[src/rtl/pattern_serializer_pkg.sv]
// Shared definitions for the serial pattern transmitter: FSM state encodings and counter width.
package pattern_serializer_pkg;

  localparam int unsigned COUNT_W = 8;

  typedef enum logic [1:0] {
    S_IDLE   = 2'd0,
    S_SHIFT  = 2'd1,
    S_PARITY = 2'd2,
    S_GAP    = 2'd3
  } state_t;

endpackage

[src/rtl/pattern_serializer_counter.sv]
// Loadable down counter with a terminal-count flag; holds at zero.
module pattern_serializer_counter #(
  parameter int unsigned W = 8
) (
  input  logic         clock,
  input  logic         reset,
  input  logic         load,
  input  logic [W-1:0] load_val,
  input  logic         en,
  output logic         tc
);

  logic [W-1:0] count;

  // Load takes priority over decrement; count never wraps below zero.
  always_ff @(posedge clock) begin
    if (reset) begin
      count <= '0;
    end else if (load) begin
      count <= load_val;
    end else if (en && (count != '0)) begin
      count <= count - W'(1);
    end
  end

  assign tc = (count == '0);

endmodule

[src/rtl/pattern_serializer.sv]
// Serial bit-pattern transmitter: accepts a parallel word on valid/ready and
// shifts it out MSB-first with a qualifying o_valid.
// Optional feature: define SERIAL_PARITY_EN to append an even-parity bit to each frame.
module pattern_serializer
  import pattern_serializer_pkg::*;
#(
  parameter int unsigned WIDTH      = 10,
  parameter int unsigned GAP_CYCLES = 0
) (
  input  logic             clock,
  input  logic             reset,
  input  logic [WIDTH-1:0] data_in,
  input  logic             data_valid,
  output logic             data_ready,
  output logic             o,
  output logic             o_valid,
  output logic             busy
);

  localparam int unsigned BIT_W    = (WIDTH > 256) ? $clog2(WIDTH) : COUNT_W;
  localparam int unsigned GAP_LOAD = (GAP_CYCLES > 0) ? (GAP_CYCLES - 1) : 0;
  localparam bit          HAS_GAP  = (GAP_CYCLES > 0);

  state_t           state;
  // The MSB goes straight to o on accept, so only the remaining bits are held.
  logic [WIDTH-2:0] rest;
  logic             accept;
  logic             bit_tc;
  logic             gap_load;
  logic             gap_tc;
`ifdef SERIAL_PARITY_EN
  logic             par_q;
`endif

  assign data_ready = (state == S_IDLE) && !reset;
  assign busy       = (state != S_IDLE);
  assign accept     = data_valid && data_ready;

  // Gap counter is armed on the edge that enters GAP.
  always_comb begin
    gap_load = 1'b0;
`ifdef SERIAL_PARITY_EN
    if (HAS_GAP && (state == S_PARITY)) gap_load = 1'b1;
`else
    if (HAS_GAP && (state == S_SHIFT) && bit_tc) gap_load = 1'b1;
`endif
  end

  pattern_serializer_counter #(.W(BIT_W)) u_bit_cnt (
    .clock    (clock),
    .reset    (reset),
    .load     (accept),
    .load_val (BIT_W'(WIDTH - 1)),
    .en       (state == S_SHIFT),
    .tc       (bit_tc)
  );

  pattern_serializer_counter #(.W(COUNT_W)) u_gap_cnt (
    .clock    (clock),
    .reset    (reset),
    .load     (gap_load),
    .load_val (COUNT_W'(GAP_LOAD)),
    .en       (state == S_GAP),
    .tc       (gap_tc)
  );

  // Frame sequencer with registered serial outputs.
  always_ff @(posedge clock) begin
    if (reset) begin
      state   <= S_IDLE;
      rest    <= '0;
      o       <= 1'b0;
      o_valid <= 1'b0;
`ifdef SERIAL_PARITY_EN
      par_q   <= 1'b0;
`endif
    end else begin
      case (state)
        S_IDLE: begin
          o       <= 1'b0;
          o_valid <= 1'b0;
          if (accept) begin
            state   <= S_SHIFT;
            rest    <= data_in[WIDTH-2:0];
            o       <= data_in[WIDTH-1];
            o_valid <= 1'b1;
`ifdef SERIAL_PARITY_EN
            par_q   <= ^data_in;
`endif
          end
        end
        S_SHIFT: begin
          if (bit_tc) begin
            rest <= '0;
`ifdef SERIAL_PARITY_EN
            state   <= S_PARITY;
            o       <= par_q;
            o_valid <= 1'b1;
`else
            state   <= HAS_GAP ? S_GAP : S_IDLE;
            o       <= 1'b0;
            o_valid <= 1'b0;
`endif
          end else begin
            o       <= rest[WIDTH-2];
            o_valid <= 1'b1;
            rest    <= rest << 1;
          end
        end
`ifdef SERIAL_PARITY_EN
        S_PARITY: begin
          state   <= HAS_GAP ? S_GAP : S_IDLE;
          o       <= 1'b0;
          o_valid <= 1'b0;
        end
`endif
        S_GAP: begin
          o       <= 1'b0;
          o_valid <= 1'b0;
          if (gap_tc) state <= S_IDLE;
        end
        default: begin
          state   <= S_IDLE;
          o       <= 1'b0;
          o_valid <= 1'b0;
        end
      endcase
    end
  end

endmodule

[config.mk]
export PLATFORM = sky130hd
export DESIGN_NAME = pattern_serializer
export DESIGN_NICKNAME = d
export VERILOG_FILES = /design/src/rtl/pattern_serializer_pkg.sv /design/src/rtl/pattern_serializer_counter.sv /design/src/rtl/pattern_serializer.sv
export SDC_FILE = /design/constraint.sdc
export NUM_CORES = 1
export LEC_CHECK = 0
export CAP_MARGIN = 20
export CORE_MARGIN = 1.5
export CORE_UTILIZATION = 30
export CTS_CLUSTER_SIZE = 14
export DETAILED_ROUTE_END_ITERATION = 8
export PLACE_DENSITY = 0.58
export SLEW_MARGIN = 5
export SYNTH_ARGS = -nofsm -noshare
export SYNTH_HDL_FRONTEND = slang
export SYNTH_SLANG_ARGS = --single-unit
[constraint.sdc]
create_clock -name clock -period 4.2 [get_ports clock]
set_input_delay 1.05 -clock clock [delete_from_list [all_inputs] [get_ports clock]]
set_output_delay 1.05 -clock clock [all_outputs]
set_load 0.1 [all_outputs]
# After elaboration in Yosys (flattened, before gate mapping)

Index checks and enable logic that the tools add are counted.
Widths: inputs -> output; s select.

Output and inout bits: 4
Flip-flop bits (word level): 29
Logic and storage cells: 45
Bits of input ports: 13

Mux-type cells: 15
$add $sub $neg: 2
Reductions and logical operators: 16
Equality and inequality tests: 5

Operators with widths:

| cell                | number |
|---|---|
| $mux 9              | 2 |
| $pmux 9 s2          | 1 |
| $logic_not 8->1     | 2 |
| $reduce_bool 8->1   | 2 |
| $sub 8x1->8 const B | 2 |
| $mux 4              | 2 |
| $mux 2              | 3 |
| $ne 2x2->1 const B  | 3 |
| $pmux 2 s3          | 1 |
| $reduce_bool 2->1   | 3 |
| $logic_and 1x1->1   | 4 |
| $mux 1              | 4 |
| $pmux 1 s2          | 2 |
| $reduce_and 3->1    | 1 |
| $eq 2x1->1 const B  | 1 |
| $eq 2x2->1 const B  | 1 |
| $logic_not 2->1     | 1 |
| $reduce_and 2->1    | 1 |
| $reduce_or 2->1     | 1 |
| $logic_not 1->1     | 1 |

# Logic depth before layout (Yosys ltp)

Gate-level depths: netlist (run 1).

Word-level depth: 5
Gate-level depth with buffers: 6

# Hierarchy

Synthesis (run 1) repeated with hierarchy kept, for this count alone.

Cell total of the unflattened synthesis: 104
Area total of the unflattened synthesis: 1026.0 um^2

By module, submodules not included:

| module                     | cells an instance | seq. area each (um^2) | times used | area an instance (um^2) |
|---|---|---|---|---|
| pattern_serializer_counter | 59                | 160.2                 | 1          | 515.5 |
| pattern_serializer         | 45                | 240.2                 | 1          | 510.5 |

# Worst setup path before layout (run 1)

No wires, ideal clock.

Path kind: in2out
Start: input port reset
End: output port data_ready
Path buffers: 2
Stages on the path: 3
Required time: 3.150 ns
Data arrival time: 2.701 ns
Setup slack: 0.449 ns
Path through: clkbuf_1 > buf_1 > nor2_1

Word-level cells in the longest chain between the ends: 2

RTL lines:

| item              | line                     | text |
|---|---|---|
| start, declared   | pattern_serializer.sv:11 | `input logic reset,` |
| $logic_not 1->1   | pattern_serializer.sv:35 | `assign data_ready = (state == S_IDLE) && !reset;` |
| $logic_and 1x1->1 | pattern_serializer.sv:35 |  |
| end, declared     | pattern_serializer.sv:14 | `output logic data_ready,` |

No other way between the ends.

# Final worst setup path (run 1)

Ends and elaborated chain as after synthesis.

==> metrics, run 1 <==
std cell rows=20; Post-synth EDFFs=0; top post-synthesis cells by area=dfxtp_1 (40%), mux2_2 (9.1%), o211ai_1 (6.8%), a21oi_1 (6.6%), nand2_1 (3.8%); post-route setup TNS=0 ns; Port Buffer Count=16; Post-synth ARST share=0%; first-pass GRT wire length=between 3000 and 4000 um; die area=0.003657 mm^2; DR vias=889; Layout Nets=141; Post-Place Cells=165; Overflow after GRT=0; # DRC=0; VDD IR-drop max=about 0.28 mV; Finished Cell Area=0.001240 mm^2; share of layout cells above drive strength 1=between 10% and 20%; post-synthesis sequential area ratio=between 40% and 50%; TritonCTS buffer count=3; Post-DP Area=0.001187 mm^2; fin crit period=2.899 ns; hold buffers post-CTS=0; Max Root-Sink Buffers=2; dominant cell type by area after synthesis=dfxtp_1; initial antenna violation count=0; Buf/Inv on CP=2; drt wl/cell=~13 um; Slew headroom=a little over a third; Warnings, synthesis=0; die width=60.48 um; syn_area_per_cell=8.927 um^2; H-tree depth=1; critical path's largest stage delay=roughly 0.42 ns; clk slew on worst S/H paths=between 0.1 and 0.15 ns; number of inserted diodes=0; Place WS=1.304 ns; Slowest cell on crit path=clkdlybuf4s50_1; fillcell total=343; Slew Viols, Final=0; Final WS setup=1.301 ns; worst-path cell chain=clkdlybuf4s50_1 > nor2_1 > buf_4; worst hold path class=flop to flop; share of the synthesized area in the top cell type=between 40 and 50%; PostCTS Resize Cnt=0; power density cells=477.2 mW/mm^2; Cells after Synth=111; most numerous cell in the Yosys netlist=dfxtp_1; RSZ-0062 raised after global routing=no; Layout Area Growth over Synthesis=25.13%; TritonCTS clock tree=done; clk root buf=clkbuf_4; Worst Max-Slew Pin Slew=0.9638 ns; CP top delay family=buffers and inverters; GPL Wtd Cong=0.7482; CP Max Fanout=2; status=finished clean; antenna-violating nets left=0; total leakage power=about 0.44 nW; via/cell ratio=5.260; Commonest cells post-synth=dfxtp_1 (20), a21oi_1 (13), nand2_1 (10); final cell count without fillers=169; core area=around 0.0031 mm^2; Peak Freq=344.9 MHz; Synth Cell Area=991.0 um^2; Final Cycle Share=69.03%; Worst Clk Skew=roughly 0.0095 ns; FF+latch count, synth=20; Critical Path AT=about 1.9 ns; Global Route Usage Sum=14.25%; DR pass1 iterations=4; die height=60.48 um; Cell variety after synth=32; WL final=between 2000 and 2500 um; postcts setup bufs=0; CP startpoint kind=primary input; final hold vios=0; HPWL Detailed=1534 um; Max-cap violations=0; Synth Flop Type=dfxtp_1; fin util=39.96%; required time worst endpoint=3.15 ns; final setup fails=0; vias in the first global route=860; worst skew pair latency=0.31 ns; DR iter-0 viols=24; Syn Nets=around 130; Top Ports=17; CP Capture Type=output port; largest net degree at the start of global routing=19; initial core utilization=around a third; WS Path Type=primary input to output port; CTS Sinks=20
-- kinds of logic (layout without fill, tap and decap cells) --
group / count (synthesis) / in the layout / synth area share (%)
AOI/OAI and AO/OA: 36 / 36 / 24.24
and+or+nand+nor: 29 / 29 / 16.29
DFF: 20 / 20 / 40.40
buffers and inverters: 14 / 28 / 5.429
muxes: 10 / 10 / 11.11
adders and majority gates: 2 / 2 / 2.525
-- final cells by class --
class                           count  area, um^2  area share (%)
Clock inverter                      1       30.03           2.422
Sequential cell                    20       400.4           32.29
Multi-Input combinational cell     77       536.8           43.29
Clock buffer                        3       22.52           1.816
Timing Repair Buffer               18       172.7           13.93
Inverter                            6       22.52           1.816
Tap cell                           44       55.05           4.440
-- metal layers --
metal,wire [um],track usage [%],up-vias
li1,-,-,446
met1,1068,15.75,426
met2,1122,26.86,15
met3,72,4.478,2
met4,17,2.795,0
met5,0,0,-
-- registers in the layout, indices dropped and copies added (netlist names) --
register         cells
o                    1
o_valid              1
rest                 9
state                1
u_bit_cnt.count      8
-- through the flow --
step	hold slack, ns	total power [mW]
after floorplan	0.4610	0.3825
final	0.4968	0.5917
after global routing	0.5168	0.6277
after detailed placement	0.4839	0.4380
after CTS	0.5016	0.5967
after global placement	0.4677	0.4333
-- cells in the final DEF (no fill, tap or decap), drive strengths merged --
master         Yosys  final
a2111o             2      2
a211o              1      1
a211oi             1      1
a21o               1      1
a21oi             13     13
a31oi              1      1
a32o               1      1
buf                3      3
bufinv             0      1
clkbuf             5      3
clkdlybuf4s50      0     15
dfxtp             20     20
ha                 2      2
inv                6      6
mux2               8      8
mux2i              2      2
nand2             10     10
nand3b             1      1
nor2               3      3
nor3               4      4
nor3b              2      2
nor4               1      1
o211ai             9      9
o21ai              4      4
o31ai              1      1
o32ai              1      1
o41ai              1      1
or2                1      1
or3                2      2
or3b               1      1
or4                3      3
or4b               1      1
-- where the power goes --
part           switching [mW]  internal, mW
Clock                  0.0628        0.0965
Combinational           0.133        0.0722
Sequential             0.0158         0.211
-- worst register-to-register path: cells and delay by family, from the launching register on --
kind	cells	cell delay (ns)
buf+inv	1	0.10
fa+ha+maj	1	0.16
simple gates	1	0.64
flops	1	0.35
compound gates	2	0.56
-- final timing paths --
path / cells after the start / startpoint / end / slack (ns)
min: 2 / rest[5]$_SDFFE_PP0P_ / rest[6]$_SDFFE_PP0P_ / 0.50
min reg2reg: 2 / rest[5]$_SDFFE_PP0P_ / rest[6]$_SDFFE_PP0P_ / 0.50
max reg2reg: 5 / u_bit_cnt.count[0]$_SDFFE_PP0P_ / o$_SDFF_PP0_ / 2.28
max: 3 / reset / data_ready / 1.30
Note: power is estimated with default switching activity, not from simulation.
==> run 2: changes to the inputs <==
==> constraint.sdc (replaced) <==
create_clock -name clock -period 3 [get_ports clock]
set_input_delay 0.75 -clock clock [delete_from_list [all_inputs] [get_ports clock]]
set_output_delay 0.75 -clock clock [all_outputs]
set_load 0.1 [all_outputs]
==> run 2 against run 1 <==
Combinational power rose by 43%. First-iteration DRC count fell by 42%. Non-clock buffer count rose by 2. Worst hold slack got worse by 0.0018 ns. Sequential power rose by 42%. Register-to-register slack got worse by 1.1 ns. Clock-buffer cell count rose by 1. Critical path depth did not move. Die area did not move. Final area rose by 0.50%. Utilization rose by 0.20 points. Global-route usage fell by 0.86 points. Critical path type unchanged. Largest cell class unchanged.
==> metrics, run 2 (synthesis gave the netlist of run 1 again) <==
Final WS setup=0.7361 ns (was 1.301 ns); status=finished clean (unchanged); hold buffers post-CTS=0 (unchanged); Global Route Usage Sum=13.39% (was 14.25%); initial antenna violation count=0 (unchanged); initial core utilization=31.94% (unchanged); biggest regs=rest (9), u_bit_cnt.count (8) (unchanged); postcts setup bufs=0 (unchanged); max reg flops=9 (unchanged); via/cell ratio=5.164 (was 5.260); Critical Path AT=1.51 ns (was 1.85 ns); final hold vios=0 (unchanged); crit path to=data_ready (unchanged); worst hold path class=flop to flop (unchanged); Overflow after GRT=0 (unchanged); R2R Path Start=state[0]$_SDFFE_PP0P_ (was u_bit_cnt.count[0]$_SDFFE_PP0P_); TritonCTS clock tree=done (unchanged); CP startpoint kind=primary input (unchanged); Post-Place Cells=167 (was 165); core area=0.003103 mm^2 (unchanged); CTS Sinks=20 (unchanged); fin crit period=about 2.3 ns; std cell rows=20 (unchanged); DR pass1 iterations=4 (unchanged); Max Root-Sink Buffers=2 (unchanged); # DRC=0 (unchanged); TritonCTS buffer count=3 (unchanged); FF-to-FF setup slack=1.17 ns (was 2.28 ns); VDD IR-drop max=0.3568 mV (was 0.2782 mV); Final Cycle Share=between 70% and 80%; commonest non-fill, non-tap cell in the layout=dfxtp_1 (unchanged); Biggest register=rest (unchanged); CP Depth=3 (unchanged); antenna-violating nets left=0 (unchanged); most frequent cells in the layout=dfxtp_1 (20), a21oi_1 (13), clkdlybuf4s50_1 (12), nand2_1 (10), o211ai_1 (9) (was dfxtp_1 (20), clkdlybuf4s50_1 (15), a21oi_1 (13), nand2_1 (10), o211ai_1 (9)); CP Capture Type=output port (unchanged); worst skew pair latency=0.30 ns (was 0.31 ns); first-pass GRT wire length=3636 um (was 3843 um); largest net degree at the start of global routing=19 (unchanged); share of layout cells above drive strength 1=18.90% (was 14.40%); Slew Viols, Final=0 (unchanged); GPL Wtd Cong=0.7297 (was 0.7482); DR vias=883 (was 889); Slowest cell on crit path=clkdlybuf4s50_1 (unchanged); Worst Clk Skew=0.001773 ns (was 0.009454 ns); clk root buf=clkbuf_4 (unchanged); Buf/Inv on CP=2 (unchanged); H-tree depth=1 (unchanged); power density cells=623.1 mW/mm^2 (was 477.2 mW/mm^2); RSZ-0062 raised after global routing=no (unchanged); Layout Area Growth over Synthesis=25.76% (was 25.13%); HPWL Detailed=1601 um (was 1534 um); number of inserted diodes=0 (unchanged); WL final=2282 um (was 2281 um); CP Max Fanout=2 (unchanged); final setup fails=0 (unchanged); worst hold slack=0.4950 ns (was 0.4968 ns); DR iter-0 viols=14 (was 24); Design Power=0.7765 mW (was 0.5917 mW); total leakage power=0.4558 nW (was 0.4445 nW); R2R cell count=3 (was 5); post-route setup TNS=0 ns (unchanged); CP top delay family=buffers and inverters (unchanged); WS Path Type=primary input to output port (unchanged); worst setup path start=reset (unchanged); worst-path cell chain=clkdlybuf4s50_1 > nor2_2 > buf_12 (was clkdlybuf4s50_1 > nor2_1 > buf_4); Slew headroom=55.25% (was 35.55%); PostCTS Resize Cnt=0 (unchanged); Layout Nets=143 (was 141); die area=0.003657 mm^2 (unchanged); Port Buffer Count=16 (unchanged); final cell count without fillers=171 (was 169); drt wl/cell=13.35 um (was 13.50 um); r2r endpoint=u_bit_cnt.count[7]$_SDFFE_PP0P_ (was o$_SDFF_PP0_); vias in the first global route=807 (was 860); required time worst endpoint=2.25 ns (was 3.15 ns); Place WS=0.6510 ns (was 1.304 ns); Max-cap violations=0 (unchanged); critical path's largest stage delay=0.43 ns (was 0.42 ns); Worst Max-Slew Pin Slew=0.6652 ns (was 0.9638 ns); die width=60.48 um (unchanged); die height=60.48 um (unchanged); Top Ports=17 (unchanged); clk slew on worst S/H paths=0.12 ns (about the same); Peak Freq=441.7 MHz
[run 2: worst reg2reg max path, delay by kind of cell, from the launching register on]
| family | cells | cell delay [ns] |
|---|---|---|
| AOI/OAI and AO/OA | 1 | 0.14 |
| DFF | 1 | 0.58 |
| and+or+nand+nor | 2 | 1.05 |
[run 2: how the worst min path moves through the flow]
stage                                    start                              end  slack [ns]  cells after the start
2_1_floorplan  u_bit_cnt.count[2]$_SDFFE_PP0P_  u_bit_cnt.count[2]$_SDFFE_PP0P_        0.46                      2
3_3_place_gp              rest[6]$_SDFFE_PP0P_             rest[7]$_SDFFE_PP0P_        0.47                      2
3_5_place_dp              rest[5]$_SDFFE_PP0P_             rest[6]$_SDFFE_PP0P_        0.49                      2
4_1_cts                   rest[5]$_SDFFE_PP0P_             rest[6]$_SDFFE_PP0P_        0.50                      2
5_1_grt                   rest[6]$_SDFFE_PP0P_             rest[7]$_SDFFE_PP0P_        0.52                      2
6_report                  rest[6]$_SDFFE_PP0P_             rest[7]$_SDFFE_PP0P_        0.50                      2
[run 2: area by class of cell]
type	count	area, um^2
Timing Repair Buffer	20	192.7
Inverter	6	22.52
Sequential cell	20	400.4
Multi-Input combinational cell	77	539.3
Fill cell	325	1857
Tap cell	44	55.05
Clock buffer	4	36.28
[run 2: metrics by stage]
step / util [%] / instance area [um^2]
final: 40.16 / 1246
after global routing: 40.16 / 1246
after CTS: 40.16 / 1246
after detailed placement: 38.99 / 1210
after global placement: 38.99 / 1210
after floorplan: - / 993.5
[run 2: report_power, final]
part | switching, mW | total [mW] | internal [mW] | leakage (nW)
logic | 0.181 | 0.293 | 0.112 | 0.271
registers | 0.0271 | 0.323 | 0.296 | 0.164
clock network | 0.0870 | 0.161 | 0.0741 | 0.0210
[run 2: layer usage]
| metal | wire length [um] | global-route usage, % |
|---|---|---|
| met2 | 1113 | 22.52 |
| met1 | 1049 | 16.97 |
| met3 | 106 | 3.838 |
| met5 | 0 | 0 |
| met4 | 13 | 3.416 |
